<file path="src/rtl/alu_arbiter_if.sv">
// Request/grant, shared-ALU operand/result and completion signals for alu_arbiter.
// The slave modport is the arbiter's view; master is the requester/ALU side.
interface alu_arbiter_if;
   logic        i_bi_req0;
   logic        i_bi_req1;
   logic [31:0] i_ul_a0;
   logic [31:0] i_ul_b0;
   logic [31:0] i_ul_a1;
   logic [31:0] i_ul_b1;
   logic [2:0]  i_u3_sel0;
   logic [2:0]  i_u3_sel1;
   logic        o_bi_gnt0;
   logic        o_bi_gnt1;
   logic [31:0] o_ul_a;
   logic [31:0] o_ul_b;
   logic [2:0]  o_u3_sel;
   logic [31:0] i_ul_r;
   logic [31:0] o_ul_r;
   logic        o_bi_zflag;
   logic        o_bi_vld;
   logic        o_bi_id;

   modport slave (
      input  i_bi_req0, i_bi_req1, i_ul_a0, i_ul_b0, i_ul_a1, i_ul_b1,
      input  i_u3_sel0, i_u3_sel1, i_ul_r,
      output o_bi_gnt0, o_bi_gnt1, o_ul_a, o_ul_b, o_u3_sel,
      output o_ul_r, o_bi_zflag, o_bi_vld, o_bi_id
   );

   modport master (
      output i_bi_req0, i_bi_req1, i_ul_a0, i_ul_b0, i_ul_a1, i_ul_b1,
      output i_u3_sel0, i_u3_sel1, i_ul_r,
      input  o_bi_gnt0, o_bi_gnt1, o_ul_a, o_ul_b, o_u3_sel,
      input  o_ul_r, o_bi_zflag, o_bi_vld, o_bi_id
   );
endinterface

</file>
<file path="src/rtl/alu_arbiter.sv">
// Round-robin arbiter sharing one multi-cycle ALU between two requesters.
// One operation in flight: IDLE -> ISSUE -> WAIT (LAT cycles) -> RESP, all outputs registered.
module alu_arbiter #(
   parameter int unsigned LAT = 1
) (
   input logic          clk,
   input logic          rst,
   alu_arbiter_if.slave bus
);

   typedef enum logic [1:0] {StIdle, StIssue, StWait, StResp} state_e;

   state_e      state_q, state_d;
   logic [3:0]  cnt_q, cnt_d;
   logic        prio_q, prio_d;
   logic        win_q, win_d;
   logic        gnt0_q, gnt0_d;
   logic        gnt1_q, gnt1_d;
   logic [31:0] a_q, a_d;
   logic [31:0] b_q, b_d;
   logic [2:0]  sel_q, sel_d;
   logic [31:0] r_q, r_d;
   logic        z_q, z_d;
   logic        vld_q, vld_d;
   logic        id_q, id_d;

   logic any_req;
   logic win;
   logic last_wait;

   assign any_req   = bus.i_bi_req0 | bus.i_bi_req1;
   // prio_q names the favoured requester when both ask at once
   assign win       = (bus.i_bi_req0 && bus.i_bi_req1) ? prio_q : bus.i_bi_req1;
   assign last_wait = (cnt_q == 4'd1);

   always_ff @(posedge clk) begin
      if (rst) begin
         state_q <= StIdle;
         cnt_q   <= 4'd0;
         prio_q  <= 1'b0;
         win_q   <= 1'b0;
         gnt0_q  <= 1'b0;
         gnt1_q  <= 1'b0;
         a_q     <= 32'd0;
         b_q     <= 32'd0;
         sel_q   <= 3'd0;
         r_q     <= 32'd0;
         z_q     <= 1'b0;
         vld_q   <= 1'b0;
         id_q    <= 1'b0;
      end else begin
         state_q <= state_d;
         cnt_q   <= cnt_d;
         prio_q  <= prio_d;
         win_q   <= win_d;
         gnt0_q  <= gnt0_d;
         gnt1_q  <= gnt1_d;
         a_q     <= a_d;
         b_q     <= b_d;
         sel_q   <= sel_d;
         r_q     <= r_d;
         z_q     <= z_d;
         vld_q   <= vld_d;
         id_q    <= id_d;
      end
   end

   always_comb begin
      state_d = state_q;
      unique case (state_q)
         StIdle:  if (any_req) state_d = StIssue;
         StIssue: state_d = StWait;
         StWait:  if (last_wait) state_d = StResp;
         StResp:  state_d = StIdle;
      endcase
   end

   always_comb begin
      cnt_d  = cnt_q;
      prio_d = prio_q;
      win_d  = win_q;
      gnt0_d = 1'b0;
      gnt1_d = 1'b0;
      a_d    = a_q;
      b_d    = b_q;
      sel_d  = sel_q;
      r_d    = r_q;
      z_d    = z_q;
      vld_d  = 1'b0;
      id_d   = id_q;
      unique case (state_q)
         StIdle: begin
            if (any_req) begin
               win_d  = win;
               gnt0_d = ~win;
               gnt1_d = win;
               a_d    = win ? bus.i_ul_a1 : bus.i_ul_a0;
               b_d    = win ? bus.i_ul_b1 : bus.i_ul_b0;
               sel_d  = win ? bus.i_u3_sel1 : bus.i_u3_sel0;
            end
         end
         StIssue: cnt_d = 4'(LAT);
         StWait: begin
            cnt_d = cnt_q - 4'd1;
            if (last_wait) begin
               r_d   = bus.i_ul_r;
               z_d   = (bus.i_ul_r == 32'd0);
               id_d  = win_q;
               vld_d = 1'b1;
            end
         end
         StResp: prio_d = ~id_q;
      endcase
   end

   assign bus.o_bi_gnt0  = gnt0_q;
   assign bus.o_bi_gnt1  = gnt1_q;
   assign bus.o_ul_a     = a_q;
   assign bus.o_ul_b     = b_q;
   assign bus.o_u3_sel   = sel_q;
   assign bus.o_ul_r     = r_q;
   assign bus.o_bi_zflag = z_q;
   assign bus.o_bi_vld   = vld_q;
   assign bus.o_bi_id    = id_q;

endmodule
</file>
<file path="src/flat_wrapper.sv">
// flat-port wrapper written by rule: the top's interface ports become plain ports
module alu_arbiter_flat 
#(
   parameter int unsigned LAT = 1
)
  (clk, rst, bus_i_bi_req0, bus_i_bi_req1, bus_i_ul_a0, bus_i_ul_b0, bus_i_ul_a1, bus_i_ul_b1, bus_i_u3_sel0, bus_i_u3_sel1, bus_i_ul_r, bus_o_bi_gnt0, bus_o_bi_gnt1, bus_o_ul_a, bus_o_ul_b, bus_o_u3_sel, bus_o_ul_r, bus_o_bi_zflag, bus_o_bi_vld, bus_o_bi_id);
  alu_arbiter_if bus_i ();
  input logic clk;
  input logic rst;
  input wire logic [$bits(bus_i.i_bi_req0)-1:0] bus_i_bi_req0;
  input wire logic [$bits(bus_i.i_bi_req1)-1:0] bus_i_bi_req1;
  input wire logic [$bits(bus_i.i_ul_a0)-1:0] bus_i_ul_a0;
  input wire logic [$bits(bus_i.i_ul_b0)-1:0] bus_i_ul_b0;
  input wire logic [$bits(bus_i.i_ul_a1)-1:0] bus_i_ul_a1;
  input wire logic [$bits(bus_i.i_ul_b1)-1:0] bus_i_ul_b1;
  input wire logic [$bits(bus_i.i_u3_sel0)-1:0] bus_i_u3_sel0;
  input wire logic [$bits(bus_i.i_u3_sel1)-1:0] bus_i_u3_sel1;
  input wire logic [$bits(bus_i.i_ul_r)-1:0] bus_i_ul_r;
  output wire logic [$bits(bus_i.o_bi_gnt0)-1:0] bus_o_bi_gnt0;
  output wire logic [$bits(bus_i.o_bi_gnt1)-1:0] bus_o_bi_gnt1;
  output wire logic [$bits(bus_i.o_ul_a)-1:0] bus_o_ul_a;
  output wire logic [$bits(bus_i.o_ul_b)-1:0] bus_o_ul_b;
  output wire logic [$bits(bus_i.o_u3_sel)-1:0] bus_o_u3_sel;
  output wire logic [$bits(bus_i.o_ul_r)-1:0] bus_o_ul_r;
  output wire logic [$bits(bus_i.o_bi_zflag)-1:0] bus_o_bi_zflag;
  output wire logic [$bits(bus_i.o_bi_vld)-1:0] bus_o_bi_vld;
  output wire logic [$bits(bus_i.o_bi_id)-1:0] bus_o_bi_id;
  assign bus_i.i_bi_req0 = bus_i_bi_req0;
  assign bus_i.i_bi_req1 = bus_i_bi_req1;
  assign bus_i.i_ul_a0 = bus_i_ul_a0;
  assign bus_i.i_ul_b0 = bus_i_ul_b0;
  assign bus_i.i_ul_a1 = bus_i_ul_a1;
  assign bus_i.i_ul_b1 = bus_i_ul_b1;
  assign bus_i.i_u3_sel0 = bus_i_u3_sel0;
  assign bus_i.i_u3_sel1 = bus_i_u3_sel1;
  assign bus_i.i_ul_r = bus_i_ul_r;
  assign bus_o_bi_gnt0 = bus_i.o_bi_gnt0;
  assign bus_o_bi_gnt1 = bus_i.o_bi_gnt1;
  assign bus_o_ul_a = bus_i.o_ul_a;
  assign bus_o_ul_b = bus_i.o_ul_b;
  assign bus_o_u3_sel = bus_i.o_u3_sel;
  assign bus_o_ul_r = bus_i.o_ul_r;
  assign bus_o_bi_zflag = bus_i.o_bi_zflag;
  assign bus_o_bi_vld = bus_i.o_bi_vld;
  assign bus_o_bi_id = bus_i.o_bi_id;
  alu_arbiter #(.LAT(LAT)) u_core (.clk(clk), .rst(rst), .bus(bus_i));
endmodule
</file>
<file path="config.mk">
export PLATFORM = sky130hd
export DESIGN_NAME = alu_arbiter_flat
export DESIGN_NICKNAME = d
export VERILOG_FILES = /design/src/rtl/alu_arbiter_if.sv /design/src/rtl/alu_arbiter.sv /design/src/flat_wrapper.sv
export SDC_FILE = /design/constraint.sdc
export NUM_CORES = 1
export LEC_CHECK = 0
export ABC_CLOCK_PERIOD_IN_PS = 2300
export BUFFER_PORTS_ARGS = -buffer_cell sky130_fd_sc_hd__buf_2
export CAP_MARGIN = 20
export CORE_AREA = 2 2 108 110
export CTS_BUF_LIST = sky130_fd_sc_hd__clkbuf_4
export DETAILED_ROUTE_END_ITERATION = 10
export DIE_AREA = 0 0 110 112
export PLACE_DENSITY = 0.7
export SLEW_MARGIN = 20
export SYNTH_ARGS = -nofsm -noshare
export SYNTH_HDL_FRONTEND = slang
export SYNTH_SLANG_ARGS = --single-unit
</file>
<file path="constraint.sdc">
create_clock -name clk -period 2.3 [get_ports clk]
set_clock_uncertainty 0.15 [all_clocks]
set_input_delay 0.23 -clock clk [delete_from_list [all_inputs] [get_ports clk]]
set_output_delay 0.23 -clock clk [all_outputs]
set_load 0.01 [all_outputs]
</file>
==> results.md <==
| Quantity | Reported |
|---|---|
| Multiplexer fraction of the synthesized cell area | 0.471% |
| Post-synthesis cell area | 4250 um2 |
| Count of endpoints failing hold in the final timing report | 0 |
| Cell chain of the critical path | inv_1 > ha_1 > nor2b_1 > and3_2 > buf_12 > a22oi_1 > nand2_1 |
| Fraction of power spent switching nets | 36.9% |
| Clock transition time at the flip-flop clock pins of the worst setup and hold paths | 0.16 ns |
| Worst slew margin relative to its limit | 68.7% |
| Worst flop-to-flop path startpoint | u_core.state_q[0] |
| Post-route setup slack | 0.286 ns |
| Worst-skew pair later-pin latency | 0.45 ns |
| Final Cycle Share | 87.6% |
| Clock tree from TritonCTS | built |
| Number of top-level design ports | 274 |
| Flip-flop cell with the highest count after synthesis | sky130_fd_sc_hd__dfxtp_1 |
| Clk network pwr share | 16.1% |
| Power consumption | 5.52 mW |
| Path class of the lowest-slack min-delay path | in -> reg |
| DR vias/cell | 5.11 |
| Adder-cell share of the synthesized area | 1.77% |
| CTS Hold Bufs | 168 |
| Syn-to-layout area delta | 76.3% |
| Number of placement rows | 39 |
| Number of nets still failing antenna checks after routing | 0 |
| Register area share after synthesis | 52.8% |
| Buffer levels on the longest clock path | 2 |
| Average instance area after synthesis | 8.32 um2 |
| Origin of the worst setup path | u_core.state_q[0] |
| Largest delay share family, worst path | simple AND/OR/NAND/NOR gates |
| DR WL/cell | 16.8 um |
| Fraction of registers with async set/reset | 0% |
| Non-filler instance count after layout | 1083 |
| Static leakage | 3.72 nW |
| DR DRC count | 0 |
| TritonCTS Buffers | 9 |
| Crit path buffers/inverters | 2 |
| H-tree levels | 3 |
| Post-Synth Simple-Gate Area | 22.7% |
| Hold Worst Slack | 0.0336 ns |
| Final std cell area, no fill | 7490 um2 |
| Post-Synthesis Net Count | 687 |
| Count of final max-slew check failures | 0 |
| Total global routing overflow | 0 |
| Placement Cell Area | 5690 um2 |
| Worst Tran Pin Value | 0.469 ns |
| Largest family of logic cells by synthesized area | simple AND/OR/NAND/NOR gates |
| CTS root buf | sky130_fd_sc_hd__clkbuf_4 |
| Maximum frequency from static timing analysis | 497 MHz |
| Number of enable flip-flop cells after synthesis | 0 |
| Critical path class | reg -> reg |
| Maximum fanout encountered on the critical timing path | 66 |
| Switching power total | 2.04 mW |
| Worst Path Arrival | 2.22 ns |
| Result of the run | finished, final reports clean |
| Share of cells above drive strength 1 | 31.9% |
| Area of the multi-input gates | 1790 um2 |
| Cell count after synthesis | 511 |
| Internal | 3.48 mW |
| Antenna violations before repair | 0 |
| RSZ-0062 raised after global routing | false |
| Register area | 2240 um2 |
| Max Cap Violations | 0 |
| Via total after detailed routing | 5535 |
| Final-layout setup total negative slack | 0 ns |
| Required time of the worst setup path | 2.51 ns |
| Final critical-path required period | 2.01 ns |
| Final net count | 1111 |
| Post-DP HPWL | 10300 um |
| Synth area leader | sky130_fd_sc_hd__dfxtp_1 |
| Port Buffers | 273 |
| PostCTS Resize Cnt | 0 |
| Top area cells in the synthesized netlist | sky130_fd_sc_hd__dfxtp_1, sky130_fd_sc_hd__nand2_1, sky130_fd_sc_hd__a22oi_1, sky130_fd_sc_hd__a21oi_1, sky130_fd_sc_hd__buf_2 |
| Flop and latch count out of synthesis | 112 |
| Synthesized-area fraction occupied by ao, oa, aoi and oai cells | 17.1% |
| Number of global-route vias before repair | 5652 |
| Synth cell types | 27 |
| Area share of the largest cell type after synthesis | 52.8% |
| Number of post-CTS setup repair buffers | 0 |
| Clock Sink Count | 112 |
| Total GRT Usage | 28.5% |
| Number of antenna diodes | 0 |
| Worst min-delay path startpoint | bus_i_bi_req1 |
| Max stage delay cell, worst path | sky130_fd_sc_hd__dfxtp_1 |
| Placed cell count | 899 |
| Type of destination of the critical path | flop |
| Setup Viol. Count Final | 0 |
| Power density cells | 736 nW/um2 |
| Worst Setup Start Kind | flop |
| Wire length of the first global-routing pass | 27500 um |
| VDD IR max | 375 uV |
| Routed WL | 18200 um |
| Util after Layout | 67.0% |
| Power share of the combinational group | 37.6% |
| Number of filler instances in the final layout | 785 |
| Area of the core | 11200 um2 |
| Initial drt markers | 589 |
| Vertical die dimension | 112 um |
| Proportion of power drawn by flip-flops and latches | 46.3% |
| Routability congestion estimate | 0.850 |
| Number of iterations in the first detailed-routing pass | 7 |
| Stage delay of the slowest cell on the critical path | 0.39 ns |
| Pin count of the biggest net entering global routing | 69 |
| Synth warn | 0 |
| Initial cell density of the core | 38.0% |
| Die area | 12300 um2 |
| Pre-CTS worst setup slack | 0.393 ns |
| Post-synthesis share of cell area spent on xor and xnor gates | 0% |
| Die width | 110 um |
[logic make-up after synthesis]
| kind of cell | after synthesis |
|---|---|
| adders and majority gates | 6 |
| and+or+nand+nor | 239 |
| buffers and inverters | 42 |
| muxes | 2 |
| AOI/OAI and AO/OA | 110 |
| DFF | 112 |
[cells in the mapped netlist (all sizes together), types with 3 or more instances]
library cell and instances:
nor4 8, a21oi 38, a22oi 67, dfxtp 112, nor3 3, inv 6, nor2 10, buf 23
nand2 203, and3 3, ha 6, clkbuf 13
[registers in the layout (all words and copies together) (netlist names), 2 cells and up]
register,flops
u_core.state_q,2
u_core.bus.o_u3_sel,3
u_core.bus.o_ul_b,32
u_core.cnt_q,4
u_core.bus.o_ul_r,32
u_core.bus.o_ul_a,32
[path summary, 6_finish.rpt]
check,end,slack [ns],cells past startpoint
setup / recovery,u_core.bus.o_ul_a[16],0.29,7
hold / removal,u_core.state_q[0],0.03,4
setup reg to reg,u_core.bus.o_ul_a[16],0.29,7
hold reg to reg,u_core.bus.o_ul_a[5],0.29,2
[routing by layer]
layer / part of all wire (%) / GRT usage (%) / wire length (um)
met4: 6.3 / 21.3 / 1140
met3: 10 / 8.61 / 1910
met1: 35 / 29.5 / 6420
met5: 0 / 0 / 0
met2: 48 / 47.6 / 8760
[cell usage in the layout, fill, tap and decap left out, drive strengths merged]
cell,synthesis,final
nor2b,2,2
dlygate4sd3,0,168
buf,23,281
o21ai,2,2
ha,6,6
nand3,2,2
nor3,3,3
nor3b,1,1
nand4b,1,1
nor4,8,8
clkinv,0,3
nor2,10,10
and3,3,3
inv,6,9
o21a,1,1
a21oi,38,38
a22oi,67,67
a21o,2,2
dfxtp,112,112
nand2b,1,1
nand2,203,203
clkinvlp,0,1
mux2i,2,2
or3b,1,1
or3,2,2
nand4,2,2
clkbuf,13,9
[area by class of cell]
type,instances,area share [%]
multi-input combinational,357,23.9
inverter,6,0.301
timing repair buffer,449,41.8
sequential,112,29.9
clock buffer,9,0.902
clock inverter,7,0.735
tap,143,2.39
[worst register-to-register path, stage by stage, from the launching register on]
cell	delay (ns)
sky130_fd_sc_hd__dfxtp_1	0.39
sky130_fd_sc_hd__inv_1	0.09
sky130_fd_sc_hd__ha_1	0.23
sky130_fd_sc_hd__nor2b_1	0.14
sky130_fd_sc_hd__and3_2	0.25
sky130_fd_sc_hd__buf_12	0.20
sky130_fd_sc_hd__a22oi_1	0.38
sky130_fd_sc_hd__nand2_1	0.10
[power groups by stage]
stage | combinational (mW) | clock (mW) | sequential, mW
6_report | 2.07 | 0.889 | 2.56
5_1_grt | 2.26 | 0.984 | 2.60
4_1_cts | 2.01 | 0.937 | 2.54
3_5_place_dp | 1.79 | 0 | 2.58
3_3_place_gp | 1.72 | 0 | 2.56
2_1_floorplan | 0.865 | 0 | 2.73
Power figures use the tool's default switching activity.
